`config.mk`:
```
export PLATFORM = sky130hd
export DESIGN_NAME = tcam_query_ctrl
export DESIGN_NICKNAME = d
export VERILOG_FILES = /design/src/rtl/tcam_query_ctrl.sv
export SDC_FILE = /design/constraint.sdc
export NUM_CORES = 1
export LEC_CHECK = 0
export ABC_CLOCK_PERIOD_IN_PS = 4800
export CAP_MARGIN = 20
export CORE_UTILIZATION = 53
export CTS_BUF_LIST = sky130_fd_sc_hd__clkbuf_2 sky130_fd_sc_hd__clkbuf_4 sky130_fd_sc_hd__clkbuf_8
export CTS_CLUSTER_SIZE = 8
export DETAILED_ROUTE_END_ITERATION = 8
export GPL_ROUTABILITY_DRIVEN = 0
export PLACE_DENSITY = 0.89
export SYNTH_ARGS = -nofsm -noshare
export SYNTH_HDL_FRONTEND = slang
export SYNTH_SLANG_ARGS = --single-unit
```
`constraint.sdc`:
```
create_clock -name clk -period 4.8 [get_ports clk]
set_clock_uncertainty 0.2 [all_clocks]
set_input_delay 0.96 -clock clk [delete_from_list [all_inputs] [get_ports clk]]
set_output_delay 0.96 -clock clk [all_outputs]
set_load 0.02 [all_outputs]
```
`src/rtl/tcam_query_ctrl.sv`:
```
// tcam_query_ctrl
//   Command front end for tcam_top. Accepts SEARCH / WRITE commands, drives the
//   registered tcam_top request fields, and recovers search responses by fixed
//   latency. tcam_top flags data_vld only on a hit, so a tag pipe tells us when a
//   response (hit or miss) is due. Results go through a small FIFO with
//   valid/ready backpressure. Writes share the value SRAM address port with
//   search readout, so a WRITE waits until every in-flight search is captured.
//
//   Ports
//     clk, rst_n                      clock, synchronous active-low reset
//     cmd_valid/ready/op/key/addr/data/tag   command stream (op 0=SEARCH, 1=WRITE)
//     req_search/key, req_we/addr/data       registered tcam_top request fields
//     resp_data_vld/addr/data                tcam_top response (data_vld = hit)
//     res_valid/ready/hit/addr/data/tag      result stream, issue order
//     busy                                   searches in flight, results queued, or not RUN
module tcam_query_ctrl #(
    parameter  int KEY_WIDTH   = 32,
    parameter  int VALUE_WIDTH = 32,
    parameter  int VALUE_DEPTH = 16,
    parameter  int TAG_WIDTH   = 4,
    parameter  int RESP_LAT    = 2,
    parameter  int RESP_DEPTH  = 4,
    localparam int AW          = $clog2(VALUE_DEPTH)
) (
    input  logic                   clk,
    input  logic                   rst_n,
    input  logic                   cmd_valid,
    output logic                   cmd_ready,
    input  logic                   cmd_op,
    input  logic [KEY_WIDTH-1:0]   cmd_key,
    input  logic [AW-1:0]          cmd_addr,
    input  logic [VALUE_WIDTH-1:0] cmd_data,
    input  logic [TAG_WIDTH-1:0]   cmd_tag,
    output logic                   req_search,
    output logic [KEY_WIDTH-1:0]   req_key,
    output logic                   req_we,
    output logic [AW-1:0]          req_addr,
    output logic [VALUE_WIDTH-1:0] req_data,
    input  logic                   resp_data_vld,
    input  logic [AW-1:0]          resp_addr,
    input  logic [VALUE_WIDTH-1:0] resp_data,
    output logic                   res_valid,
    input  logic                   res_ready,
    output logic                   res_hit,
    output logic [AW-1:0]          res_addr,
    output logic [VALUE_WIDTH-1:0] res_data,
    output logic [TAG_WIDTH-1:0]   res_tag,
    output logic                   busy
);
    localparam int IW = $clog2(RESP_LAT + 2);   // inflight spans 0..RESP_LAT+1
    localparam int PW = $clog2(RESP_DEPTH);
    localparam int CW = PW + 1;

    typedef enum logic [1:0] {S_RUN, S_DRAIN, S_WRITE} state_t;

    typedef struct packed {
        logic                   hit;
        logic [AW-1:0]          addr;
        logic [VALUE_WIDTH-1:0] data;
        logic [TAG_WIDTH-1:0]   tag;
    } res_t;

    state_t                         state_q, state_d;
    logic                           req_search_q, req_we_q;
    logic [KEY_WIDTH-1:0]           req_key_q;
    logic [AW-1:0]                  req_addr_q;
    logic [VALUE_WIDTH-1:0]         req_data_q;
    logic [TAG_WIDTH-1:0]           req_tag_q;
    logic [RESP_LAT-1:0]            pv_q;
    logic [RESP_LAT-1:0][TAG_WIDTH-1:0] pt_q;
    logic [IW-1:0]                  inflight_q, inflight_d;
    res_t                           fifo_q [RESP_DEPTH];
    logic [PW-1:0]                  wr_ptr_q, rd_ptr_q;
    logic [CW-1:0]                  cnt_q, cnt_d;

    logic ready_raw, credit_ok, search_acc, write_acc, push, pop;
    res_t ent_in;

    // Credit counts registered state only: a pop this cycle frees a slot next cycle.
    assign credit_ok  = (32'(cnt_q) + 32'(inflight_q)) < 32'(RESP_DEPTH);
    assign cmd_ready  = ready_raw & rst_n;
    assign search_acc = cmd_valid & cmd_ready & ~cmd_op;
    assign write_acc  = cmd_valid & cmd_ready & cmd_op;

    always_comb begin
        state_d   = state_q;
        ready_raw = 1'b0;
        unique case (state_q)
            S_RUN: begin
                if (!cmd_op) begin
                    ready_raw = credit_ok;
                end else begin
                    ready_raw = (inflight_q == '0);
                    if (cmd_valid) state_d = (inflight_q == '0) ? S_WRITE : S_DRAIN;
                end
            end
            // Back to RUN first; the held WRITE is then accepted from RUN.
            S_DRAIN: if (inflight_q == '0) state_d = S_RUN;
            S_WRITE: state_d = S_RUN;
            default: state_d = S_RUN;
        endcase
    end

    // Last tag-pipe stage is the cycle the response for that search is on resp_*.
    assign push       = pv_q[RESP_LAT-1];
    assign pop        = res_valid & res_ready;
    assign ent_in.hit  = resp_data_vld;
    assign ent_in.addr = resp_data_vld ? resp_addr : '0;
    assign ent_in.data = resp_data_vld ? resp_data : '0;
    assign ent_in.tag  = pt_q[RESP_LAT-1];

    assign inflight_d = inflight_q + IW'(search_acc) - IW'(push);
    assign cnt_d      = cnt_q + CW'(push) - CW'(pop);

    always_ff @(posedge clk) begin
        if (!rst_n) begin
            state_q      <= S_RUN;
            req_search_q <= 1'b0;
            req_we_q     <= 1'b0;
            req_key_q    <= '0;
            req_addr_q   <= '0;
            req_data_q   <= '0;
            req_tag_q    <= '0;
            pv_q         <= '0;
            pt_q         <= '0;
            inflight_q   <= '0;
            wr_ptr_q     <= '0;
            rd_ptr_q     <= '0;
            cnt_q        <= '0;
            for (int i = 0; i < RESP_DEPTH; i++) fifo_q[i] <= '0;
        end else begin
            state_q      <= state_d;
            req_search_q <= search_acc;
            req_we_q     <= write_acc;
            if (search_acc) begin
                req_key_q <= cmd_key;
                req_tag_q <= cmd_tag;
            end
            if (write_acc) begin
                req_addr_q <= cmd_addr;
                req_data_q <= cmd_data;
            end
            pv_q[0] <= req_search_q;
            pt_q[0] <= req_tag_q;
            for (int i = 1; i < RESP_LAT; i++) begin
                pv_q[i] <= pv_q[i-1];
                pt_q[i] <= pt_q[i-1];
            end
            inflight_q <= inflight_d;
            if (push) begin
                fifo_q[wr_ptr_q] <= ent_in;
                wr_ptr_q         <= wr_ptr_q + PW'(1);
            end
            if (pop) rd_ptr_q <= rd_ptr_q + PW'(1);
            cnt_q <= cnt_d;
        end
    end

    // Credit makes overflow impossible; a push into a full FIFO without a pop is a bug.
    assert property (@(posedge clk) disable iff (!rst_n)
        !(push && !pop && cnt_q == CW'(RESP_DEPTH)));

    assign req_search = req_search_q;
    assign req_key    = req_key_q;
    assign req_we     = req_we_q;
    assign req_addr   = req_addr_q;
    assign req_data   = req_data_q;

    assign res_valid  = (cnt_q != '0);
    assign res_hit    = fifo_q[rd_ptr_q].hit;
    assign res_addr   = fifo_q[rd_ptr_q].addr;
    assign res_data   = fifo_q[rd_ptr_q].data;
    assign res_tag    = fifo_q[rd_ptr_q].tag;

    assign busy = (inflight_q != '0) || (cnt_q != '0) || (state_q != S_RUN);

endmodule

```
==> results of run 1 <==
[power breakdown]
part	switching [mW]	internal [mW]	leakage, nW
Clock	0.821	1.06	0.431
Sequential	0.0926	2.50	2.48
Combinational	0.650	0.651	2.53
Total	1.56	4.21	5.44
[registers in the layout (all words and copies together) (netlist names), named ones only]
register    flops
wr_ptr_q        2
req_search      1
inflight_q      2
fifo_q        164
cnt_q           3
req_data       32
req_addr        4
state_q         2
req_tag_q       4
rd_ptr_q        2
pv_q            2
req_we          1
ent_in          4
pt_q            4
req_key        32
[cell families after synthesis]
logic type / after synthesis / synth area share
adder cells (fa/ha/maj): 6 / 0.00767
AO/OA/AOI/OAI: 59 / 0.0295
XOR/XNOR: 5 / 0.00407
buffers and inverters: 85 / 0.0357
AND/OR/NAND/NOR: 346 / 0.180
flip-flops: 261 / 0.638
multiplexers: 61 / 0.106
[layout by cell type (no fill, tap or decap), types with 18 or more instances in the layout]
master	count
edfxtp_1	164
nand2_1	89
clkdlybuf4s50_1	225
clkbuf_8	46
mux4_2	41
buf_4	18
and3_1	116
and2_1	65
o21ai_0	52
dfxtp_1	95
nand4_1	52
[area by class of cell]
| class | count | area share |
|---|---|---|
| Sequential cell | 261 | 0.490 |
| Multi-Input combinational cell | 477 | 0.255 |
| Timing Repair Buffer | 244 | 0.171 |
| Clock buffer | 63 | 0.0543 |
| Tap cell | 265 | 0.0237 |
| Clock inverter | 7 | 0.00402 |
| Inverter | 7 | 0.00188 |
[metal layers]
layer | wire, um | track usage
met3 | 2390 | 0.0755
met4 | 705 | 0.0886
met2 | 13200 | 0.435
met5 | 0 | 0
met1 | 9620 | 0.294
[through the flow]
stage / cell area, um^2 / total power, mW / util / hold slack (ns)
global placement: 13200 / 3.92 / 0.669 / 0.213
finish: 14000 / 5.77 / 0.710 / 0.232
global route: 14000 / 6.02 / 0.710 / 0.265
CTS: 14000 / 5.82 / 0.710 / 0.234
floorplan: 10800 / 3.38 / - / 0.204
detailed placement: 13200 / 3.94 / 0.669 / 0.221
[path summary, 6_finish.rpt]
check | start | slack, ns | to
worst min-delay path | pt_q[1] | 0.23 | ent_in[1]
worst max-delay path | cmd_op | 0.84 | cmd_ready
worst max register to register | cnt_q[1] | 1.79 | inflight_q[1]
worst min register to register | pt_q[1] | 0.23 | ent_in[1]
[worst max-delay path, delay by kind of cell]
kind | cells | cell delay, ns
AOI/OAI and AO/OA | 2 | 0.73
buffers and inverters | 2 | 1.10
==> impl_metrics.env, run 1 <==
export IMPL_status="complete, no violations"
export IMPL_finalSetupTns_ns=0
export IMPL_seqCellArea_mm2=0.00687
export IMPL_path_max_fanout=27
export IMPL_required_ns=3.64
export IMPL_die_y_um=145
export IMPL_routed_wl_mm=25.9
export IMPL_hold_depth=1
export IMPL_synthesis_area_mm2=0.0108
export IMPL_worst_slew_pin_slew_ns=1.10
export IMPL_clock_latency_ns=0.52
export IMPL_synth_edf_count=164
export IMPL_die_x_um=145
export IMPL_powerDensity_mw_per_mm2=412
export IMPL_path_class="primary input to output port"
export IMPL_grtUsageTotal=0.251
export IMPL_synth_area_leaders="edfxtp_1 46%, dfxtp_1 18%, mux4_2 8.6%"
export IMPL_post_cts_repair_setup_buffers=0
export IMPL_rsz0062_at_grt="false"
export IMPL_nets=1153
export IMPL_cts_sinks=261
export IMPL_post_route_min_period_ns=3.96
export IMPL_critPathSlowestCell="clkdlybuf4s50_1"
export IMPL_crit_chain="clkdlybuf4s50_1 -> o21ai_2 -> o211a_1 -> clkdlybuf4s50_1"
export IMPL_vdd_drop_max_v=0.000221
export IMPL_finalWorstSetupSlack_ns=0.839
export IMPL_drc=0
export IMPL_fmax_ghz=0.252
export IMPL_clk_pin_slew_ns=0.05
export IMPL_area_delta_synth_final_pct=30.0
export IMPL_slew_violations=0
export IMPL_drt_iter0_drc=366
export IMPL_synth_seq_cells=261
export IMPL_port_buffer_count=227
export IMPL_yosys_area_top_type="edfxtp_1"
export IMPL_n_antenna_cell=0
export IMPL_critPathArrivalTime_ns=2.80
export IMPL_antenna_found_initial=0
export IMPL_die_area_mm2=0.0209
export IMPL_yosysSeqAreaShare=0.638
export IMPL_grt_overflow=0
export IMPL_synth_warnings=0
export IMPL_hpwl_mm=15.5
export IMPL_place_ws_ns=0.887
export IMPL_ios=228
export IMPL_period_share=0.825
export IMPL_ctsHtreeMaxLevel=2
export IMPL_crit_path_end_kind="output port"
export IMPL_cts_buffers=42
export IMPL_netlist_area_leader_share=0.457
export IMPL_maxSlewHeadroom=0.268
export IMPL_rows=51
export IMPL_finalSetupViolCount=0
export IMPL_synth_commonest_cells="164 x edfxtp_1, 116 x and3_1, 97 x dfxtp_1"
export IMPL_path_common_cell="clkdlybuf4s50_1"
export IMPL_grt_max_degree=85
export IMPL_leakage_nw=5.44
export IMPL_wl_per_cell_um=19.5
export IMPL_avgViaCountPerCell=5.66
export IMPL_clockBufferDepth=3
export IMPL_coreArea_mm2=0.0197
export IMPL_ys_async_sr_fraction=0
export IMPL_synth_most_common_cell="edfxtp_1"
export IMPL_ctsRootBufferMaster="clkbuf_8"
export IMPL_grt_pass1_vias=7598
export IMPL_start_kind="primary input"
export IMPL_ctsHoldBuffers=0
export IMPL_reg2regPathDepth=11
export IMPL_max_cap_viol_count=0
export IMPL_fillers=1300
export IMPL_post_cts_resized=0
export IMPL_synth_area_per_cell_um2=13.1
export IMPL_critical_path_max_stage_delay_ns=0.61
export IMPL_grt_pass1_wl_mm=39.7
export IMPL_ys_flop_type="edfxtp_1"
export IMPL_vias=7496
export IMPL_stdcell_count=1324
export IMPL_ys_types=40
export IMPL_dpl_cell_count=1254
export IMPL_hold_viol=0
export IMPL_drive_above_1_share=0.134
export IMPL_tritoncts="built"
export IMPL_final_antenna_net_count=0
export IMPL_multiInputGateArea_mm2=0.00357
export IMPL_drt_pass1_iter_count=5
export IMPL_min_path_type="flip-flop to flip-flop"
export IMPL_syn_instance_count=823
export IMPL_synth_nets=943
export IMPL_initial_core_util=0.546
No activity file was read; power rests on OpenSTA's default activity.
==> run 2, diff against run 1 <==
- ABC_CLOCK_PERIOD_IN_PS: 4800 -> 3500
- CORE_UTILIZATION: 53 -> 48
- PLACE_DENSITY: 0.89 -> 0.85
- clock period: 4.8 -> 3.5 ns (I/O delays scaled with it)
==> run 2 against run 1 <==
Effect of this change:
- die area up 10%
- first-iteration DRC count rose by 20%
- flip-flop and latch count is the same
- utilization is 6.2 points lower
- sequential power increased by 37%
- register-to-register slack got worse by 1.2 ns
- wire length down 0.10%
- design area increased by 1.4%
- hold slack got worse by 0.0062 ns
- global-route usage is 2.8 points lower
- clock power grew 39%
- largest cell class unchanged
- highest routed layer unchanged
==> impl_metrics.env, run 2 (synthesis gave the netlist of run 1 again) <==
export IMPL_status="complete, no violations"
export IMPL_finalSetupViolCount=0
export IMPL_dr_wl_met2_mm=13.0
export IMPL_avgViaCountPerCell=5.49
export IMPL_drt_pass1_iter_count=5
export IMPL_place_ws_ns=0.533
export IMPL_die_y_um=152
export IMPL_largest_register_ffs=164
export IMPL_fillers=1579
export IMPL_wl_met3_mm=2.48
export IMPL_ctsHoldBuffers=0
export IMPL_final_antenna_net_count=0
export IMPL_m1WireLength_mm=9.87
export IMPL_area_delta_synth_final_pct=31.9
export IMPL_final_cell_mix="225 x clkdlybuf4s50_1, 164 x edfxtp_1, 116 x and3_1"
export IMPL_grt_overflow=0
export IMPL_r2r_start="cnt_q[1]"
export IMPL_top_register="fifo_q"
export IMPL_vias=7432
export IMPL_min_path_type="flip-flop to flip-flop"
export IMPL_grt_pass1_wl_mm=39.3
export IMPL_path_max_fanout=6
export IMPL_vdd_drop_max_v=0.000345
export IMPL_final_common_cell="clkdlybuf4s50_1"
export IMPL_tritoncts="built"
export IMPL_reg2regPathDepth=11
export IMPL_crit_path_end_kind="output port"
export IMPL_hold_depth=1
export IMPL_fmax_ghz=0.302
export IMPL_maxSlewHeadroom=0.287
export IMPL_grtUsageTotal=0.223
export IMPL_grt_max_degree=112
export IMPL_wl_per_cell_um=19.1
export IMPL_rows=54
export IMPL_start_kind="flip-flop"
export IMPL_initial_core_util=0.492
export IMPL_drc=0
export IMPL_cts_buffers=43
export IMPL_r2r_slack_ns=0.56
export IMPL_drt_iter0_drc=440
export IMPL_die_area_mm2=0.0230
export IMPL_rsz0062_at_grt="false"
export IMPL_finalWorstSetupSlack_ns=0.191
export IMPL_coreArea_mm2=0.0219
export IMPL_routed_wl_mm=25.8
export IMPL_finalSetupTns_ns=0
export IMPL_dpl_cell_count=1276
export IMPL_cts_sinks=261
export IMPL_ctsHtreeMaxLevel=2
export IMPL_nets=1166
export IMPL_max_cap_viol_count=0
export IMPL_ios=228
export IMPL_path_class="flip-flop to output port"
export IMPL_required_ns=2.60
export IMPL_ctsRootBufferMaster="clkbuf_8"
export IMPL_hpwl_mm=15.6
export IMPL_grt_pass1_vias=7566
export IMPL_leakage_nw=5.53
export IMPL_post_cts_resized=0
export IMPL_stdcell_count=1353
export IMPL_drive_above_1_share=0.142
export IMPL_critPathArrivalTime_ns=2.41
export IMPL_die_x_um=152
export IMPL_crit_path_start="cnt_q[1]"
export IMPL_antenna_found_initial=0
export IMPL_hp_start="pt_q[1]"
export IMPL_dr_max_layer_used="met4"
export IMPL_post_route_min_period_ns=3.31
export IMPL_worst_slew_pin_slew_ns=1.07
export IMPL_regToRegEndpoint="inflight_q[1]"
export IMPL_hold_viol=0
export IMPL_clockBufferDepth=3
export IMPL_clock_latency_ns=0.53
export IMPL_clk_pin_slew_ns=0.06
export IMPL_port_buffer_count=227
export IMPL_period_share=0.945
export IMPL_slew_violations=0
export IMPL_min_to="ent_in[1]"
export IMPL_powerDensity_mw_per_mm2=567
[run 2: cell types whose count changed in the layout (fill, tap and decap cells not counted), sizes merged]
cell    before  now
inv          7    8
clkbuf      63   60
diode        0    1
clkinv       5    8
buf         19   31
[run 2: worst max path at each step]
| stage | to | slack, ns | depth (start not counted) |
|---|---|---|---|
| floorplan | fifo_q[2][0] | 0.37 | 4 |
| global placement | cmd_ready | 0.54 | 4 |
| detailed placement | cmd_ready | 0.53 | 4 |
| CTS | res_data[29] | 0.0007 | 3 |
| global route | cmd_ready | 0.00003 | 4 |
| finish | cmd_ready | 0.19 | 4 |
[run 2: layout make-up]
cell class                      count  area, um^2  area share
Timing Repair Buffer              256        2540       0.179
Sequential cell                   261        6870       0.484
Tap cell                          280         350      0.0247
Antenna cell                        1        2.50    0.000176
Clock buffer                       60         757      0.0533
Multi-Input combinational cell    477        3570       0.251
Inverter                            7        26.3     0.00185
Clock inverter                     11        78.8     0.00555
[run 2: timing repair]
action,4_1_cts,5_1_grt
setup endpoints to repair,0,10
buffers inserted,0,5
hold endpoints to repair,0,0
[run 2: report_power, final]
group | total [mW] | leakage (nW) | switching (mW) | internal (mW)
logic | 1.89 | 2.61 | 0.913 | 0.976
clock network | 2.61 | 0.436 | 1.15 | 1.46
registers | 3.55 | 2.48 | 0.115 | 3.43
total | 8.05 | 5.53 | 2.18 | 5.87
[run 2: per-stage QoR]
step                      hold WS [ns]  utilization  total power, mW  cell area, um^2
after floorplan                  0.204            -             4.63            10800
after global placement           0.215        0.608             5.42            13300
after detailed placement         0.219        0.608             5.46            13300
after CTS                        0.227        0.646             8.07            14100
after global routing             0.250        0.649             8.38            14200
final                            0.226        0.649             8.05            14200
[run 2: metal layers]
metal,vias up,global-route usage
li1,3486,-
met3,43,0.0674
met4,0,0.0693
met1,3591,0.264
met2,312,0.389
met5,-,0
[run 2: critical path, stage by stage (launching register included)]
cell,delay (ns)
dfxtp_1,0.46
ha_1,0.31
a311oi_4,0.31
o211a_1,0.18
clkdlybuf4s50_1,0.62
